### config.mk
export PLATFORM = sky130hd
export DESIGN_NAME = hazard_ctrl_unit_flat
export DESIGN_NICKNAME = d
export VERILOG_FILES = /design/src/rtl/hazard_ctrl_if.sv /design/src/rtl/hazard_ctrl_unit.sv /design/src/flat_wrapper.sv
export SDC_FILE = /design/constraint.sdc
export NUM_CORES = 1
export LEC_CHECK = 0
export ABC_AREA = 1
export CORE_MARGIN = 2
export CORE_UTILIZATION = 40
export CTS_CLUSTER_DIAMETER = 50
export DETAILED_ROUTE_END_ITERATION = 12
export HOLD_SLACK_MARGIN = 0.02
export PLACE_DENSITY = 0.76
export SYNTH_ARGS = -nofsm -noshare
export SYNTH_HDL_FRONTEND = slang
export SYNTH_SLANG_ARGS = --single-unit
### constraint.sdc
create_clock -name clk -period 1.8 [get_ports clk]
set_clock_uncertainty 0.15 [all_clocks]
set_input_delay 0.36 -clock clk [delete_from_list [all_inputs] [get_ports clk]]
set_output_delay 0.36 -clock clk [all_outputs]
set_load 0.02 [all_outputs]
### src/rtl/hazard_ctrl_if.sv
// hazard_ctrl_if: ID/EX hazard inputs and pipeline-control outputs of hazard_ctrl_unit
interface hazard_ctrl_if #(
    parameter int CNT_W = 16
);
    logic [31:0]      id_instr;
    logic             ex_mem_read;
    logic [4:0]       ex_rd;
    logic             branch_taken_ex;
    logic             dmem_busy;
    logic             pc_write;
    logic             if_id_write;
    logic             if_id_flush;
    logic             id_ex_bubble;
    logic             pipe_hold;
    logic             stall_active;
    logic [CNT_W-1:0] stall_count;

    modport master (
        output id_instr, ex_mem_read, ex_rd, branch_taken_ex, dmem_busy,
        input  pc_write, if_id_write, if_id_flush, id_ex_bubble, pipe_hold, stall_active, stall_count
    );

    modport slave (
        input  id_instr, ex_mem_read, ex_rd, branch_taken_ex, dmem_busy,
        output pc_write, if_id_write, if_id_flush, id_ex_bubble, pipe_hold, stall_active, stall_count
    );
endinterface

### src/rtl/hazard_ctrl_unit.sv
// hazard_ctrl_unit: multi-cycle load-use stall, branch flush and dmem-wait freeze control
module hazard_ctrl_unit #(
    parameter int LOAD_STALL_CYCLES = 1,
    parameter int FLUSH_CYCLES      = 1,
    parameter int CNT_W             = 16
) (
    input logic          clk,
    input logic          rst,
    hazard_ctrl_if.slave hz_if
);
    typedef enum logic [1:0] {IDLE, LOAD_STALL, FLUSH, MEM_WAIT} state_e;

    localparam logic [2:0] LS_INIT = 3'(LOAD_STALL_CYCLES - 1);
    localparam logic [2:0] FL_INIT = 3'(FLUSH_CYCLES - 1);

    state_e           state_q, state_d, saved_q, saved_d, cur;
    logic [2:0]       cnt_q, cnt_d;
    logic [CNT_W-1:0] count_q, count_d;
    logic [6:0]       opc;
    logic [4:0]       rs1, rs2;
    logic             use1, use2, load_use;
    logic             pc_we, ifid_we, flush, bubble, hold, bump;
    logic             unused_bits;

    assign opc         = hz_if.id_instr[6:0];
    assign rs1         = hz_if.id_instr[19:15];
    assign rs2         = hz_if.id_instr[24:20];
    assign unused_bits = ^{hz_if.id_instr[31:25], hz_if.id_instr[14:7]};
    assign use2        = opc inside {7'b0110011, 7'b0100011, 7'b1100011};
    assign use1        = use2 || (opc inside {7'b0010011, 7'b0000011, 7'b1100111});
    assign load_use    = hz_if.ex_mem_read && (hz_if.ex_rd != 5'd0) &&
                         ((use1 && rs1 == hz_if.ex_rd) || (use2 && rs2 == hz_if.ex_rd));

    // MEM_WAIT is transparent: once the memory is ready we act as the saved state this cycle
    assign cur = (state_q == MEM_WAIT) ? saved_q : state_q;

    always_comb begin
        state_d = cur;
        saved_d = saved_q;
        cnt_d   = cnt_q;
        pc_we   = 1'b1;
        ifid_we = 1'b1;
        flush   = 1'b0;
        bubble  = 1'b0;
        hold    = 1'b0;
        bump    = 1'b0;
        if (hz_if.dmem_busy) begin
            state_d = MEM_WAIT;
            saved_d = cur;
            pc_we   = 1'b0;
            ifid_we = 1'b0;
            hold    = 1'b1;
        end else if (hz_if.branch_taken_ex) begin
            flush   = 1'b1;
            bubble  = 1'b1;
            state_d = (FLUSH_CYCLES > 1) ? FLUSH : IDLE;
            cnt_d   = FL_INIT;
        end else if (cur == FLUSH) begin
            flush   = 1'b1;
            bubble  = 1'b1;
            state_d = (cnt_q == 3'd1) ? IDLE : FLUSH;
            cnt_d   = cnt_q - 3'd1;
        end else if (cur == LOAD_STALL) begin
            pc_we   = 1'b0;
            ifid_we = 1'b0;
            bubble  = 1'b1;
            bump    = 1'b1;
            state_d = (cnt_q == 3'd1) ? IDLE : LOAD_STALL;
            cnt_d   = cnt_q - 3'd1;
        end else if (load_use) begin
            pc_we   = 1'b0;
            ifid_we = 1'b0;
            bubble  = 1'b1;
            bump    = 1'b1;
            state_d = (LOAD_STALL_CYCLES > 1) ? LOAD_STALL : IDLE;
            cnt_d   = LS_INIT;
        end
        count_d = (bump && count_q != '1) ? count_q + 1'b1 : count_q;
    end

    always_ff @(posedge clk) begin
        if (rst) begin
            state_q <= IDLE;
            saved_q <= IDLE;
            cnt_q   <= '0;
            count_q <= '0;
        end else begin
            state_q <= state_d;
            saved_q <= saved_d;
            cnt_q   <= cnt_d;
            count_q <= count_d;
        end
    end

    assign hz_if.pc_write     = rst | pc_we;
    assign hz_if.if_id_write  = rst | ifid_we;
    assign hz_if.if_id_flush  = !rst & flush;
    assign hz_if.id_ex_bubble = !rst & bubble;
    assign hz_if.pipe_hold    = !rst & hold;
    assign hz_if.stall_active = !rst & ((state_q != IDLE) | flush | bubble | hold | !pc_we);
    assign hz_if.stall_count  = count_q;
endmodule

### src/flat_wrapper.sv
// flat-port wrapper written by rule: the top's interface ports become plain ports
module hazard_ctrl_unit_flat 
#(
    parameter int LOAD_STALL_CYCLES = 1,
    parameter int FLUSH_CYCLES      = 1,
    parameter int CNT_W             = 16
)
  (clk, rst, hz_if_id_instr, hz_if_ex_mem_read, hz_if_ex_rd, hz_if_branch_taken_ex, hz_if_dmem_busy, hz_if_pc_write, hz_if_if_id_write, hz_if_if_id_flush, hz_if_id_ex_bubble, hz_if_pipe_hold, hz_if_stall_active, hz_if_stall_count);
  hazard_ctrl_if #(.CNT_W(CNT_W)) hz_if_i ();
  input logic clk;
  input logic rst;
  input wire logic [$bits(hz_if_i.id_instr)-1:0] hz_if_id_instr;
  input wire logic [$bits(hz_if_i.ex_mem_read)-1:0] hz_if_ex_mem_read;
  input wire logic [$bits(hz_if_i.ex_rd)-1:0] hz_if_ex_rd;
  input wire logic [$bits(hz_if_i.branch_taken_ex)-1:0] hz_if_branch_taken_ex;
  input wire logic [$bits(hz_if_i.dmem_busy)-1:0] hz_if_dmem_busy;
  output wire logic [$bits(hz_if_i.pc_write)-1:0] hz_if_pc_write;
  output wire logic [$bits(hz_if_i.if_id_write)-1:0] hz_if_if_id_write;
  output wire logic [$bits(hz_if_i.if_id_flush)-1:0] hz_if_if_id_flush;
  output wire logic [$bits(hz_if_i.id_ex_bubble)-1:0] hz_if_id_ex_bubble;
  output wire logic [$bits(hz_if_i.pipe_hold)-1:0] hz_if_pipe_hold;
  output wire logic [$bits(hz_if_i.stall_active)-1:0] hz_if_stall_active;
  output wire logic [$bits(hz_if_i.stall_count)-1:0] hz_if_stall_count;
  assign hz_if_i.id_instr = hz_if_id_instr;
  assign hz_if_i.ex_mem_read = hz_if_ex_mem_read;
  assign hz_if_i.ex_rd = hz_if_ex_rd;
  assign hz_if_i.branch_taken_ex = hz_if_branch_taken_ex;
  assign hz_if_i.dmem_busy = hz_if_dmem_busy;
  assign hz_if_pc_write = hz_if_i.pc_write;
  assign hz_if_if_id_write = hz_if_i.if_id_write;
  assign hz_if_if_id_flush = hz_if_i.if_id_flush;
  assign hz_if_id_ex_bubble = hz_if_i.id_ex_bubble;
  assign hz_if_pipe_hold = hz_if_i.pipe_hold;
  assign hz_if_stall_active = hz_if_i.stall_active;
  assign hz_if_stall_count = hz_if_i.stall_count;
  hazard_ctrl_unit #(.LOAD_STALL_CYCLES(LOAD_STALL_CYCLES), .FLUSH_CYCLES(FLUSH_CYCLES), .CNT_W(CNT_W)) u_core (.clk(clk), .rst(rst), .hz_if(hz_if_i));
endmodule
[Yosys cells after proc, flatten, opt, wreduce, memory -nomap -nowiden]
Index checks and enable logic that the tools add are counted.
Cells by class
  $add $sub $neg: 2
  equality and inequality tests: 13
  mux-type cells: 29
  bitwise logic cells: 10
  reduce and logical (&&, ||, !) cells: 15
Operator list (number)
  $mux W1: 18
  $add A16 B1 Y16 const B: 1
  $ne A16 B16 Y1 const B: 1
  $eq A7 B6 Y1 const B: 2
  $eq A7 B7 Y1 const B: 2
  $mux W2: 7
  $mux W3: 4
  $eq A5 B5 Y1: 2
  $eq A7 B2 Y1 const B: 1
  $eq A7 B5 Y1 const B: 1
  $reduce_bool A3 Y1: 2
  $logic_and A1 B1 Y1: 5
  $or A1 B1 Y1: 5
  $reduce_bool A5 Y1: 1
  $and A1 B1 Y1: 4
  $eq A2 B2 Y1 const B: 2
  $reduce_bool A4 Y1: 1
  $eq A3 B1 Y1 const B: 1
  $sub A3 B1 Y3 const B: 1
  $eq A2 B1 Y1 const B: 1
  $logic_not A1 Y1: 2
  $logic_or A1 B1 Y1: 2
  $reduce_and A2 Y1: 1
  $reduce_bool A2 Y1: 1
  $not A1 Y1: 1
Word-level totals
  register bits after elaboration: 23
  output and inout bits: 22
  word-level logic and storage cells: 73

[Longest topological paths before layout]
Gate-level depths: netlist of run 1.
  depth in word-level cells: 15
  mapped depth: 13
  depth with buffers taken out: 13

[Worst setup path after synthesis of run 1]
Ideal clock, no wire load.
  path kind: input to output
  from: input hz_if_id_instr[5]
  to: output hz_if_pc_write
  arrival: 1.816 ns
  data required time: 1.290 ns
  setup slack: -0.526 ns
  cell stages on the path: 10
  path buffers: 2
  cell sequence: a21boi_1 nand2_1 nand3_1 nand2_1 nand2_2 nand2_4 a21oi_4 buf_6 o21ai_0 buf_4
On the way
  cells in the longest elaborated chain, start to end: 12
  elaborated cells between the ends (all ways): 19
  classes of those cells: 6 x eq/ne; 5 x mux; 1 x bitwise; 7 x reduce/logical
RTL lines
  start, declared: RTL line flat_wrapper.sv:12  | input wire logic [$bits(hz_if_i.id_instr)-1:0] hz_if_id_instr;
  $eq A7 B6 Y1, or another cell as far along: RTL line hazard_ctrl_unit.sv:29  | assign use2 = opc inside {7'b0110011, 7'b0100011, 7'b1100011};
  $reduce_bool A3 Y1, on equally long branches: RTL line hazard_ctrl_unit.sv:29, hazard_ctrl_unit.sv:30
  $logic_or A1 B1 Y1: RTL line hazard_ctrl_unit.sv:30  | assign use1 = use2 || (opc inside {7'b0010011, 7'b0000011, 7'b1100111});
  $logic_and A1 B1 Y1: RTL line hazard_ctrl_unit.sv:32  | ((use1 && rs1 == hz_if.ex_rd) || (use2 && rs2 == hz_if.ex_rd));
  $logic_or A1 B1 Y1 (*): RTL line hazard_ctrl_unit.sv:32
  $logic_and A1 B1 Y1 (*): RTL line hazard_ctrl_unit.sv:31  | assign load_use = hz_if.ex_mem_read && (hz_if.ex_rd != 5'd0) &&
  $mux W1 (*) (5 in series)
  $or A1 B1 Y1 (*)
  end, declared: RTL line flat_wrapper.sv:17  | output wire logic [$bits(hz_if_i.pc_write)-1:0] hz_if_pc_write;
Mark *: on every way between the ends. The rest lies on a longest branch, timed or not.

[Final worst setup path of run 1]
  from: register u_core.state_q[0]
  to: output hz_if_pc_write
On the way
  cells in the longest elaborated chain, start to end: 8
  elaborated cells between the ends (all ways): 9
  classes of those cells: 3 x eq/ne; 5 x mux; 1 x bitwise
RTL lines
  start, declared: RTL line hazard_ctrl_unit.sv:16  | state_e state_q, state_d, saved_q, saved_d, cur;
  start signal, assigned: RTL line hazard_ctrl_unit.sv:88  | state_q <= state_d;
  $eq A2 B2 Y1: RTL line hazard_ctrl_unit.sv:35  | assign cur = (state_q == MEM_WAIT) ? saved_q : state_q;
  $mux W2 (*): RTL line hazard_ctrl_unit.sv:35
  $eq A2 B1 Y1: RTL line hazard_ctrl_unit.sv:63  | end else if (cur == LOAD_STALL) begin
  $mux W1: RTL line hazard_ctrl_unit.sv:63
  $mux W1 (*): RTL line hazard_ctrl_unit.sv:58  | end else if (cur == FLUSH) begin
  $mux W1 (*): RTL line hazard_ctrl_unit.sv:53  | end else if (hz_if.branch_taken_ex) begin
  $mux W1 (*): RTL line hazard_ctrl_unit.sv:47  | if (hz_if.dmem_busy) begin
  $or A1 B1 Y1 (*): RTL line hazard_ctrl_unit.sv:95  | assign hz_if.pc_write = rst | pc_we;
Marked as above.

==> results, run 1 <==
- The cell class contributing the biggest share of worst-path delay is flip-flops.
- Once detailed placement completed, the half-perimeter wirelength came to 3740 µm.
- The core outline area is around 0.0043 mm².
- The flow ran to the end, but the final reports show violations.
- The number of buffers and inverters on the critical path is 4.
- In this run the most used layer during global routing was met2.
- The max-capacitance violation count is 0.
- The largest vdd supply drop is between 0.0002 and 0.0003 V.
- The synthesized netlist occupies a cell area of between 0.0015 and 0.002 mm².
- Hold repair after CTS inserted 0 buffers.
- 0 antenna diodes ended up in the layout.
- The total congestion overflow after global routing is 0.
- Headroom to the max-slew limit came out at a little over four fifths.
- The number of buffers added on ports is 48.
- The area of the die is 0.00490 mm².
- Entering global routing, the biggest net connects 16 pins.
- For this run, design rule violations remaining after detail routing come to 0.
- The top fanout value on the critical path is 2.
- Buffers inserted during clock tree synthesis total 3.
- The synthesized netlist contains 30 unique library cells.
- The post-synthesis register bit count is 23.
- Across all setup checks in the final design, the least slack found is -0.243 ns.
- The clock tree root driver cell is clkbuf_8.
- The number of clock sinks is 23.
- The clock reaches the later pin of the worst-skew pair after 0.27 ns.
- The number of endpoints failing setup at the final stage is 13.
- At the worst endpoint, the arrival time is 1.53 ns.
- Setup repair after global routing could not meet its margin everywhere.
- The leakage component of the power is ~1.4 nW.
- Yosys printed 0 warnings.
- The library cells used most frequently in the layout, excluding fill and tap cells, are 56 x buf_4, 48 x nand2_1, 24 x inv_1, 19 x nand4_1, 19 x buf_2.
- The number of antenna violations at the first check in global routing is 0.
- The count of final max-slew check failures is 0.
- The routability-driven placement congestion ratio is between 0.9 and 1.
- The per-cell routed wire length is 13.1 µm.
- Global routing consumed, over all layers together, a little under a quarter of the routing resources.
- Counting I/O delays and the setup requirement, the final critical path takes between 2 and 2.5 ns.
- The via count of the first global-routing pass was 2145.
- The global routing usage on met3 is under 10%.
- The total negative setup slack is -1.17 ns.
- The post-route antenna net violation count is 0.
- The post-synth net total is 303.
- The placement-stage cell area is 0.00258 mm².
- Total power for the finished layout comes to roughly 1.3 mW.
- The worst setup path is launched from a register.
- For met1 alone, demand over resource in global routing was between 20 and 30%.
- The die span in y is 70.0 µm.
- The first TritonRoute pass finished after 4 iterations.
- Dividing total power by cell area gives a power density of between 400 and 500 mW/mm².
- The setup path with the least slack is of type register to primary output.
- The count of final hold-check violations is 0.
- The effective utilization at floorplan is around two fifths.
- The post-route cell area is about 0.0028 mm².
- Counting tap cells, the placed design contains a total of 390 instances.
- The area fraction of the dominant cell type after synthesis is a little over a quarter.
- The highest attainable clock frequency is 0.489 GHz.
- The first routing iteration left 80 violations.
- The data required time at the worst endpoint is 1.29 ns.
- The share of the clock period used by the worst path after layout is 114%.
- The tightest min-delay check is of the register to register type.
- The hold slack is 0.359 ns.
- After synthesis, flip-flops and latches occupy about a quarter of the total area.
- In this run the mean area of a mapped cell was between 6 and 7 µm².
- For this run, the number of standard cells in the final layout without fillers is 412.
- The via-per-instance ratio is approximately 5.1.
- The level count of the clock H-tree is 1.
- The area growth from synthesis to layout is 60.6%.
- At the pin with the least slew margin, the transition time is around 0.25 ns.
- The total number of placement rows is 24.
- The number of vias in the routed layout is 2103.
- In this run the deepest clock path goes through 2 buffers.
- In the final design database the tool counted just over 400 nets.
- The most frequent standard cell in the layout excluding fill and tap cells is buf_4.
- The slowest cell on the critical path is dfxtp_4.
- In the synthesized netlist, the number of instances is about 260.
- The critical path goes through inv_4 -> a21oi_4 -> inv_2 -> nand2_4 -> nand2_4 -> buf_4 -> a21oi_4 -> o21ai_4 -> buf_6.
- The final layout contains routed wiring with a total length of 5390 µm.
- The count of pins on the block boundary is 64.
- The cell taking the most area after synthesis is dfxtp_1.
- The maximum cell stage delay along the critical path is about 0.38 ns.
- The clock transition at the registers of the reported paths is about 0.09 ns.
- The wire length of the first global-routing pass is between 9000 and 10000 µm.
- For met2 alone, demand over resource in global routing was 40.7%.
- The type of element capturing the critical path is a primary output.
- The checks that failed: setup timing.
- Measured along the x axis, the die boundary spans 70.0 µm.
- Cells with a size suffix above 1 make up 43.6% of the layout.
- The clock tree from TritonCTS is built.
- By area the synthesized netlist is led by dfxtp_1 26%, nand2_1 13%, inv_1 7.3%.
==> registers in the layout, indices dropped and copies added, names as in the netlist <==
signal and cells:
u_core.state_q 2, u_core.hz_if.stall_count 16, u_core.cnt_q 3, u_core.saved_q 2
==> repair_timing <==
action                                 CTS  global route
gates resized for setup                148            33
setup endpoints to repair               36            27
endpoints found under the hold margin    0             0
gates cloned                             1             0
pin swaps                               32            14
buffers inserted                        20             3
==> synthesized netlist by cell type <==
cell type and instances:
a21boi_1 1, a21oi_1 18, a21oi_2 4, a21oi_4 3, a31oi_1 1, buf_4 3, buf_6 1, clkbuf_1 3
clkbuf_4 1, dfxtp_1 23, ha_1 3, inv_1 34, inv_2 6, nand2_1 60, nand2_2 5, nand2_4 2
nand3_1 11, nand3_2 2, nand4_1 19, nand4_4 2, nor2_1 21, nor2_2 1, nor2_4 1, nor3_1 5
nor3_2 1, nor4b_1 1, o21ai_0 6, o22ai_1 2, xnor2_1 11, xor2_1 7
==> metal layers <==
layer,vias up,wire (µm),share of wire (%)
li1,1048,-,-
met1,974,2290,42
met2,66,2770,51
met3,15,211,3.9
met4,0,119,2.2
met5,-,0,0
==> cell families after synthesis <==
| group | after synthesis | synth area share (%) |
|---|---|---|
| compound gates | 35 | 13.2 |
| xor+xnor | 18 | 9.04 |
| fa+ha+maj | 3 | 2.15 |
| buf+inv | 48 | 11.6 |
| flops | 23 | 26.4 |
| simple gates | 131 | 37.6 |
==> metrics by stage <==
step                setup slack (ns)  utilization (%)
CTS                           -0.206             64.0
global route                  -0.298             65.7
finish                        -0.243             65.7
global placement               -1.04             60.4
detailed placement             -1.09             60.4
floorplan                     -0.159                -
==> final timing paths <==
check                                        endpoint  slack (ns)                      startpoint  cells past startpoint
max reg2reg  u_core.hz_if.stall_count[0]$_SDFFE_PP0P_        0.05    u_core.state_q[0]$_SDFF_PP0_                     12
max                                    hz_if_pc_write       -0.24    u_core.state_q[0]$_SDFF_PP0_                      9
min reg2reg            u_core.saved_q[1]$_SDFFE_PP0P_        0.36  u_core.saved_q[1]$_SDFFE_PP0P_                      2
min                    u_core.saved_q[1]$_SDFFE_PP0P_        0.36  u_core.saved_q[1]$_SDFFE_PP0P_                      2
==> worst reg2reg max path: cells and delay by family, from the launching register on <==
family	cells	cell delay (ns)
compound gates	1	0.12
flops	1	0.38
buf+inv	5	0.44
simple gates	6	0.60
==> final cells by class <==
cell class	count	area (µm²)
inverters	40	173
repair buffers	105	820
flip-flops and latches	23	472
clock buffers	4	45.0
fillers	377	1460
multi-input cells	188	1230
well taps	52	65.1
==> report_power, final <==
part,switching [mW],internal (mW),leakage (nW)
registers,0.00990,0.520,0.190
logic,0.194,0.187,1.14
clock network,0.186,0.159,0.0228
(Power assumes the default switching activity.)
==> run 2: changes to the inputs <==
Settings changed: ABC_AREA 1 to default, CORE_UTILIZATION 40 to 39.
==> results, run 2 <==
- The flow ran to the end, but the final reports show violations.
- The checks that failed: setup timing.
- The async set-or-reset flop fraction in the synthesized netlist is 0%.
- Cells with a size suffix above 1 make up about 56% of the layout.
- In this run the critical register-to-register path is launched from u_core.saved_q[0]$_SDFFE_PP0P_.
- The mean cell area of the mapped netlist is between 8 and 9 µm².
- The cell area that synthesis handed to floorplanning was ~0.0016 mm².
- The share of the Yosys chip area taken by registers is between 20 and 30%.
- The x dimension of the die is roughly 68 µm.
- In this run the tool buffered the top-level ports with 48 buffer cells.
- After detailed routing, the number of remaining DRC violations is 0.
- For the worst-skew pair, the clock arrives at the later sink with an insertion delay of between 0.2 and 0.3 ns.
- The routability-driven placement congestion ratio is ~0.8.
- The utilization of the core after routing is between 70% and 80%.
- The number of synthesis warnings is 0.
- Using the TritonRoute via totals, the vias-per-cell ratio works out to roughly 5.6.
- The path with the worst hold slack has its endpoint at u_core.state_q[0]$_SDFF_PP0_.
- The level count of the clock H-tree is 1.
- The wire length of the first global-routing pass is between 9000 and 10000 µm.
- Among all stages on the critical path, the largest delay is contributed by nor4_2.
- The largest vdd supply drop is approximately 0.0005 V.
- From bottom edge to top edge, the die measures 67.6 µm.
- Walking the worst path, the cells encountered are buf_6 -> buf_6 -> xnor2_2 -> nand4_1 -> nor4_2 -> buf_4 -> o21bai_4 -> a211oi_2 -> buf_4.
- CTS saw 23 sinks.
- The final net count is ~350.
- The area of the multi-input gates is roughly 0.0014 mm².
- The count of final max-slew check failures was 0.
- The area taken by flip-flops and latches is between 400 and 500 µm².
- The data required time at the worst endpoint is 1.29 ns.
- Global routing used 26.3% of the available tracks across all layers.
- The type of element capturing the critical path is a primary output.
- The worst hold path was traced through 3 stages.
- The max-capacitance violation count is 0.
- The first-pass detailed-route iteration total is 4.
- After detailed routing, the average wire length per cell comes to ~18 µm.
- The register-to-register setup slack is -0.47 ns.
- The number of antenna violations at the first check in global routing is 0.
- The total routed wirelength is about 6400 µm.
- The tree is rooted in a clkbuf_8.
- In the synthesized netlist, the cells that appear most often are 23 x dfxtp_1, 19 x a21oi_1, 11 x nand2_1.
- The flip-flop count of the largest register after layout is 16.
- The count of final hold-check violations was 0.
- In the post-synthesis netlist, the biggest area contributors are dfxtp_1 29%, a21oi_1 6.0%, or4_1 4.8%.
- The placement-stage cell area is approximately 0.0026 mm².
- The worst setup path is launched from an input pin.
- After global routing the overflow that remains totals 0.
- Fill cells in the final layout number about 250.
- dfxtp_1 takes more of the synthesized area than any other cell.
- The antenna diode count is 0.
- The library cells used most frequently in the layout, excluding fill and tap cells, are 54 x buf_4, 23 x dlygate4sd2_1, 21 x buf_6, 11 x nand2_1.
- The core outline area is between 0.003 and 0.004 mm².
- The via count of the first global-routing pass came to 1907.
- The number of buffers between clock root and the deepest sink is 2.
- The length in cells of the worst reg-to-reg path is 9.
- Among all flip-flop cells after synthesis, the most frequent one is dfxtp_1.
- In this run the critical register-to-register path is captured at u_core.hz_if.stall_count[4]$_SDFFE_PP0P_.
- The final period demand of the worst path is 2.29 ns.
- In this run the remaining antenna-violating nets after routing total 0.
- After synthesis, the largest area contributor takes up 29.2% of total cell area.
- The count of pins on the block boundary is 64.
- Once the floorplan was initialized, standard cells occupied between 30 and 40% of the core.
- For this block, the initial DRC count from the detailed router was between 100 and 150.
- After layout, the worst setup slack is -0.487 ns.
- The post-synthesis register bit count is 23.
- In this run, synthesis inferred 0 flip-flops with an integrated enable.
- The most frequent standard cell in the layout excluding fill and tap cells is buf_4.
- Setup violations remaining at the end of the flow were counted as 25.
- The post-route cell area is about 0.0030 mm².
- The dominant cell by count in the synthesized netlist is dfxtp_1.
- The top fanout value on the critical path is 5.
- On the worst path, the slowest cell contributes a delay of around 0.24 ns.
- Counting every net in the synthesized netlist gives between 200 and 250.
- The worst hold path begins at hz_if_branch_taken_ex.
- Detailed placement ended at an HPWL of 3670 µm.
- Setup repair after global routing could not meet its margin everywhere.
- For the pin with the worst max-slew slack, the measured transition is between 0.5 and 0.6 ns.
- The gate count after technology mapping is around 190.
- The total number of placement rows is 23.
- Data arrives at the worst endpoint at about 1.8 ns.
- In this run the tightest slew margin relative to its limit is 61.0%.
- The power per unit of standard cell area is approximately 420 mW/mm².
- The highest attainable clock frequency is roughly 0.44 GHz.
- The classification of the worst setup path is input pin to primary output.
- The number of vias in the routed layout is about 2000.
- Clock-pin slew was measured on the worst setup and hold paths at 0.09 ns.
- The area of the die is 0.00456 mm².
- The clock tree from TritonCTS is built.
- The number of distinct library cells after synthesis is just over 50.
- From synthesis to final layout, the design area changed by 92.3%.
- The total CTS buffers is 3.
- The share of the clock period used by the worst path after layout is 127%.
- Entering global routing, the biggest net connects 20 pins.
- The kind of path behind the tightest hold check is input pin to register.
- The analysis attributes to cell leakage a power of roughly 1.2 nW.
run 2: cell types whose count changed in the layout (fill, tap and decap cells not counted), moves of 11 or more:
cell	before	now
buf_6	8	21
dlygate4sd2_1	12	23
inv_1	24	8
nand4_1	19	6
xnor2_1	11	0
nand2_1	48	11
nand2_2	13	0
run 2: metal layers:
| metal | part of all wire (%) | track usage [%] | vias up |
|---|---|---|---|
| met2 | 54 | 45.2 | 52 |
| met4 | 1.8 | 8.93 | 0 |
| met1 | 40 | 32.9 | 974 |
| met5 | 0 | 0 | - |
| met3 | 4.4 | 4.83 | 14 |
| li1 | - | - | 945 |
run 2: kinds of logic after synthesis:
group | Yosys count | synth area share [%]
simple gates | 75 | 29.5
compound gates | 57 | 24.6
flops | 23 | 29.2
buf+inv | 20 | 5.88
xor+xnor | 11 | 6.12
mux | 3 | 2.22
fa+ha+maj | 3 | 2.38
run 2: repair_timing:
item / 4_1_cts / 5_1_grt
pin swaps: 34 / 24
setup buffers: 12 / 7
cloned: 2 / 0
gates resized for setup: 140 / 45
setup endpoints to repair: 42 / 28
hold buffers: 0 / 0
run 2: critical path: cells and delay by family:
kind                      cells  cell delay (ns)
xor gates and xnor gates      1             0.11
buffers and inverters         4             0.58
and+or+nand+nor               2             0.40
AOI/OAI and AO/OA             2             0.33
run 2: final cells by class:
class / count / area share (%)
Multi-Input combinational cell: 151 / 47.4
Timing Repair Buffer: 115 / 31.6
Sequential cell: 23 / 16.2
Tap cell: 50 / 2.07
Clock buffer: 4 / 1.49
Inverter: 10 / 1.24
run 2: worst max path at each step:
stage / from / to / slack [ns]
global route: hz_if_ex_rd[3] / hz_if_id_ex_bubble / -0.57
CTS: hz_if_id_instr[3] / hz_if_pc_write / -0.48
floorplan: hz_if_ex_rd[4] / hz_if_pc_write / -0.53
global placement: hz_if_ex_rd[0] / hz_if_id_ex_bubble / -1.26
finish: hz_if_ex_rd[3] / hz_if_id_ex_bubble / -0.49
detailed placement: hz_if_ex_rd[0] / hz_if_id_ex_bubble / -1.29
run 2: report_power, final:
part | internal, mW | switching, mW
clock | 0.159 | 0.180
combinational | 0.200 | 0.205
sequential | 0.512 | 0.0119
total | 0.871 | 0.397
run 2: metrics by stage:
step                      hold WS (ns)  setup WS (ns)  instances  setup TNS, ns  total power, mW
final                            0.308         -0.487        353          -7.51             1.27
after global routing             0.315         -0.571        353          -9.32             1.32
after CTS                        0.371         -0.483        349          -6.96             1.22
after detailed placement         0.346          -1.29        332         -24.22            0.855
after global placement           0.341          -1.26        332         -23.49            0.849
after floorplan                  0.306         -0.533        192          -4.82            0.701
==> run 3: changes to the inputs <==
Settings changed: CORE_ASPECT_RATIO from default to 1.25.
==> results, run 3 (synthesis gave the netlist of run 2 again) <==
- The flow ran to the end, but the final reports show violations.
- The checks that failed: setup timing.
- The min-delay analysis places its worst path in the category register to register.
- The hold path startpoint is u_core.saved_q[0]$_SDFFE_PP0P_.
- Walking the worst path, the cells encountered are dlygate4sd2_1 -> nand4b_1 -> nor4_4 -> o21bai_4 -> a211oi_2 -> buf_4.
- After clock tree synthesis, the clock-pin slew on the worst setup and hold paths is roughly 0.08 ns.
- In this run, the number of DRC markers left after iteration 0 of detailed routing was 76.
- The power per unit of standard cell area is between 400 and 500 mW/mm².
- The routability-driven placement congestion ratio is around 0.82.
- The depth of the worst hold-timing path is 2.
- The global routing usage on met3 is 3.09%.
- Setup repair after global routing could not meet its margin everywhere.
- For flop-to-flop paths, the worst setup slack is -0.32 ns.
- The critical path is of the input pin to primary output type.
- The global routing usage summed across all routing layers is around 25%.
- The number of clock sinks is 23.
- The count of final hold-check violations is 0.
- For this run the aggregate overflow at the end of global routing stands at 0.
- The x dimension of the die is ~60 µm.
- The transition time of the tightest slew-check pin is 0.620 ns.
- The area growth from synthesis to layout is 88.9%.
- Counting cells, the worst reg-to-reg path comes to 8.
- Power comes to about 1.3 mW.
- In the layout the commonest cells are 58 x buf_4, 23 x dlygate4sd2_1, 17 x buf_6, 11 x nand2_1.
- The number of endpoints failing setup at the final stage is 25.
- Across the run, the number of max-cap violations was 0.
- The endpoint of the lowest-slack register-to-register path is u_core.hz_if.stall_count[11]$_SDFFE_PP0P_.
- The post-route antenna net violation count is 0.
- Once the floorplan was initialized, standard cells occupied roughly two fifths of the core.
- Cells fill between 70% and 80% of the core in the end.
- For met2 alone, demand over resource in global routing was 48.4%.
- Measured against its own limit, the worst slew margin works out to between 50% and 60%.
- The share of post-route cells with drive strength above 1 is about 56%.
- The top fanout value on the critical path is 4.
- The repair_antennas step left the layout with diodes totalling 0.
- The first global-routing pass estimated around 8700 µm of wire.
- The maximum cell stage delay along the critical path is about 0.4 ns.
- The maximum number of pins on one net before global-route repair is 23.
- Summing all non-filler instances in the final layout gives an area of between 0.002 and 0.003 mm².
- CTS built an H-tree with a depth of 1.
- The total CTS buffers is 3.
- The data required time at the worst endpoint is roughly 1.3 ns.
- The per-cell routed wire length is ~16 µm.
- 64 I/O pins were placed.
- The die span in y is 75.1 µm.
- The clock tree from TritonCTS is built.
- The later pin in the worst-skew pair is clocked with a latency of 0.27 ns.
- Hold timing on the final database bottoms out at a slack of ~0.38 ns.
- The met1 routing resource usage after global routing is a little over a quarter.
- The most crowded layer after global routing is met2.
- The via count of the first global-routing pass is approximately 2000.
- The initialized floorplan defines 25 standard-cell rows.
- The residual DRC count is 0.
- The startpoint of the lowest-slack register-to-register path is u_core.saved_q[0]$_SDFFE_PP0P_.
- In the routed layout, each cell is associated on average with a via count of 5.68.
- No sink is reached through more buffers than the 2 on the longest clock path.
- The final net count is 347.
- Summed over all nets, the half-perimeter wirelength after detailed placement is 3790 µm.
- The total area inside the core boundary comes to 0.00382 mm².
- The post-route worst setup slack is -0.426 ns.
- Wires add up to roughly 5800 µm.
- The clock tree root driver cell is clkbuf_8.
- The largest vdd supply drop is around 0.00036 V.
- Of the available clock period, the critical path in the final layout requires 124%.
- The number of antenna violations at the first check in global routing is 0.
- The placement-stage cell area is between 0.002 and 0.003 mm².
- The total negative setup slack is -6.72 ns.
- The area of the die is ~0.0046 mm².
- The highest attainable clock frequency is about 0.45 GHz.
- For this block, the via count after detailed routing is between 2000 and 2500.
- The first detailed-routing pass ran for 4 iterations.
- The worst setup path is captured at a primary output.
- The library cell used most frequently in the layout, excluding fill and tap cells, is buf_4.
- The count of final max-slew check failures was 0.
- The slowest stage of the critical path is the nor4_4 cell.
- The leakage component of the power is roughly 1.3 nW.
- The startpoint kind of the worst setup timing path is an input pin.
- The register with the most flip-flops in the layout has 16 of them.
- The count of buffers added on input and output ports is 48.
- The count of buffering cells on the critical path with inverters included is 2.
- STA puts the critical path data arrival time at 1.72 ns.
- Grouping stages by cell kind, the critical path spends the most delay in simple AND/OR/NAND/NOR gates.
- The final period demand of the worst path is between 2 and 2.5 ns.
- The endpoint of the worst hold path is u_core.saved_q[0]$_SDFFE_PP0P_.
## run 3: metrics by stage
stage	setup slack, ns	std cells
global placement	-1.25	341
detailed placement	-1.32	341
finish	-0.426	355
global route	-0.501	355
floorplan	-0.533	192
CTS	-0.429	351
## run 3: worst max-delay path by stage
stage | from | end | slack, ns | cells past startpoint
after floorplan | hz_if_ex_rd[4] | hz_if_pc_write | -0.53 | 7
after global placement | hz_if_ex_rd[0] | hz_if_id_ex_bubble | -1.25 | 7
after detailed placement | hz_if_ex_rd[0] | hz_if_id_ex_bubble | -1.32 | 7
after CTS | hz_if_ex_rd[3] | hz_if_if_id_write | -0.43 | 9
after global routing | hz_if_id_instr[20] | hz_if_id_ex_bubble | -0.50 | 7
final | hz_if_id_instr[5] | hz_if_id_ex_bubble | -0.43 | 6
## run 3: layout make-up
| class | count | area (µm²) |
|---|---|---|
| clock buffers | 3 | 41.3 |
| clock inverters | 1 | 5.00 |
| fillers | 266 | 841 |
| inverters | 10 | 37.5 |
| multi-input cells | 151 | 1420 |
| flip-flops and latches | 23 | 492 |
| well taps | 54 | 67.6 |
| repair buffers | 113 | 917 |
## run 3: where the power goes
part	internal, mW	switching, mW	leakage, nW
combinational	0.198	0.198	1.04
clock	0.155	0.179	0.0255
sequential	0.512	0.0132	0.194
total	0.865	0.390	1.26
## run 3: worst reg2reg max path, stage by stage, from the launching register on
cell and delay (ns):
dfxtp_2 0.36, buf_6 0.10, nand2b_4 0.06, a21o_4 0.21
a211oi_4 0.26, buf_6 0.19, nand3_4 0.11, or4_1 0.49
a21oi_1 0.13
## run 3: what timing repair did
action	in CTS	in global routing
setup buffers	7	5
gates resized for setup	140	44
setup endpoints to repair	42	28
cloned	2	0
hold buffers	0	0
pin swaps	29	22
hold endpoints to repair	0	0
## run 3: routing by layer
metal  routed length, µm  vias up  share of wire [%]
met3                 229       17                4.0
met4                 149        0                2.6
met2                3300       53                 57
met1                2110     1000                 36
li1                    -      945                  -
met5                   0        -                  0
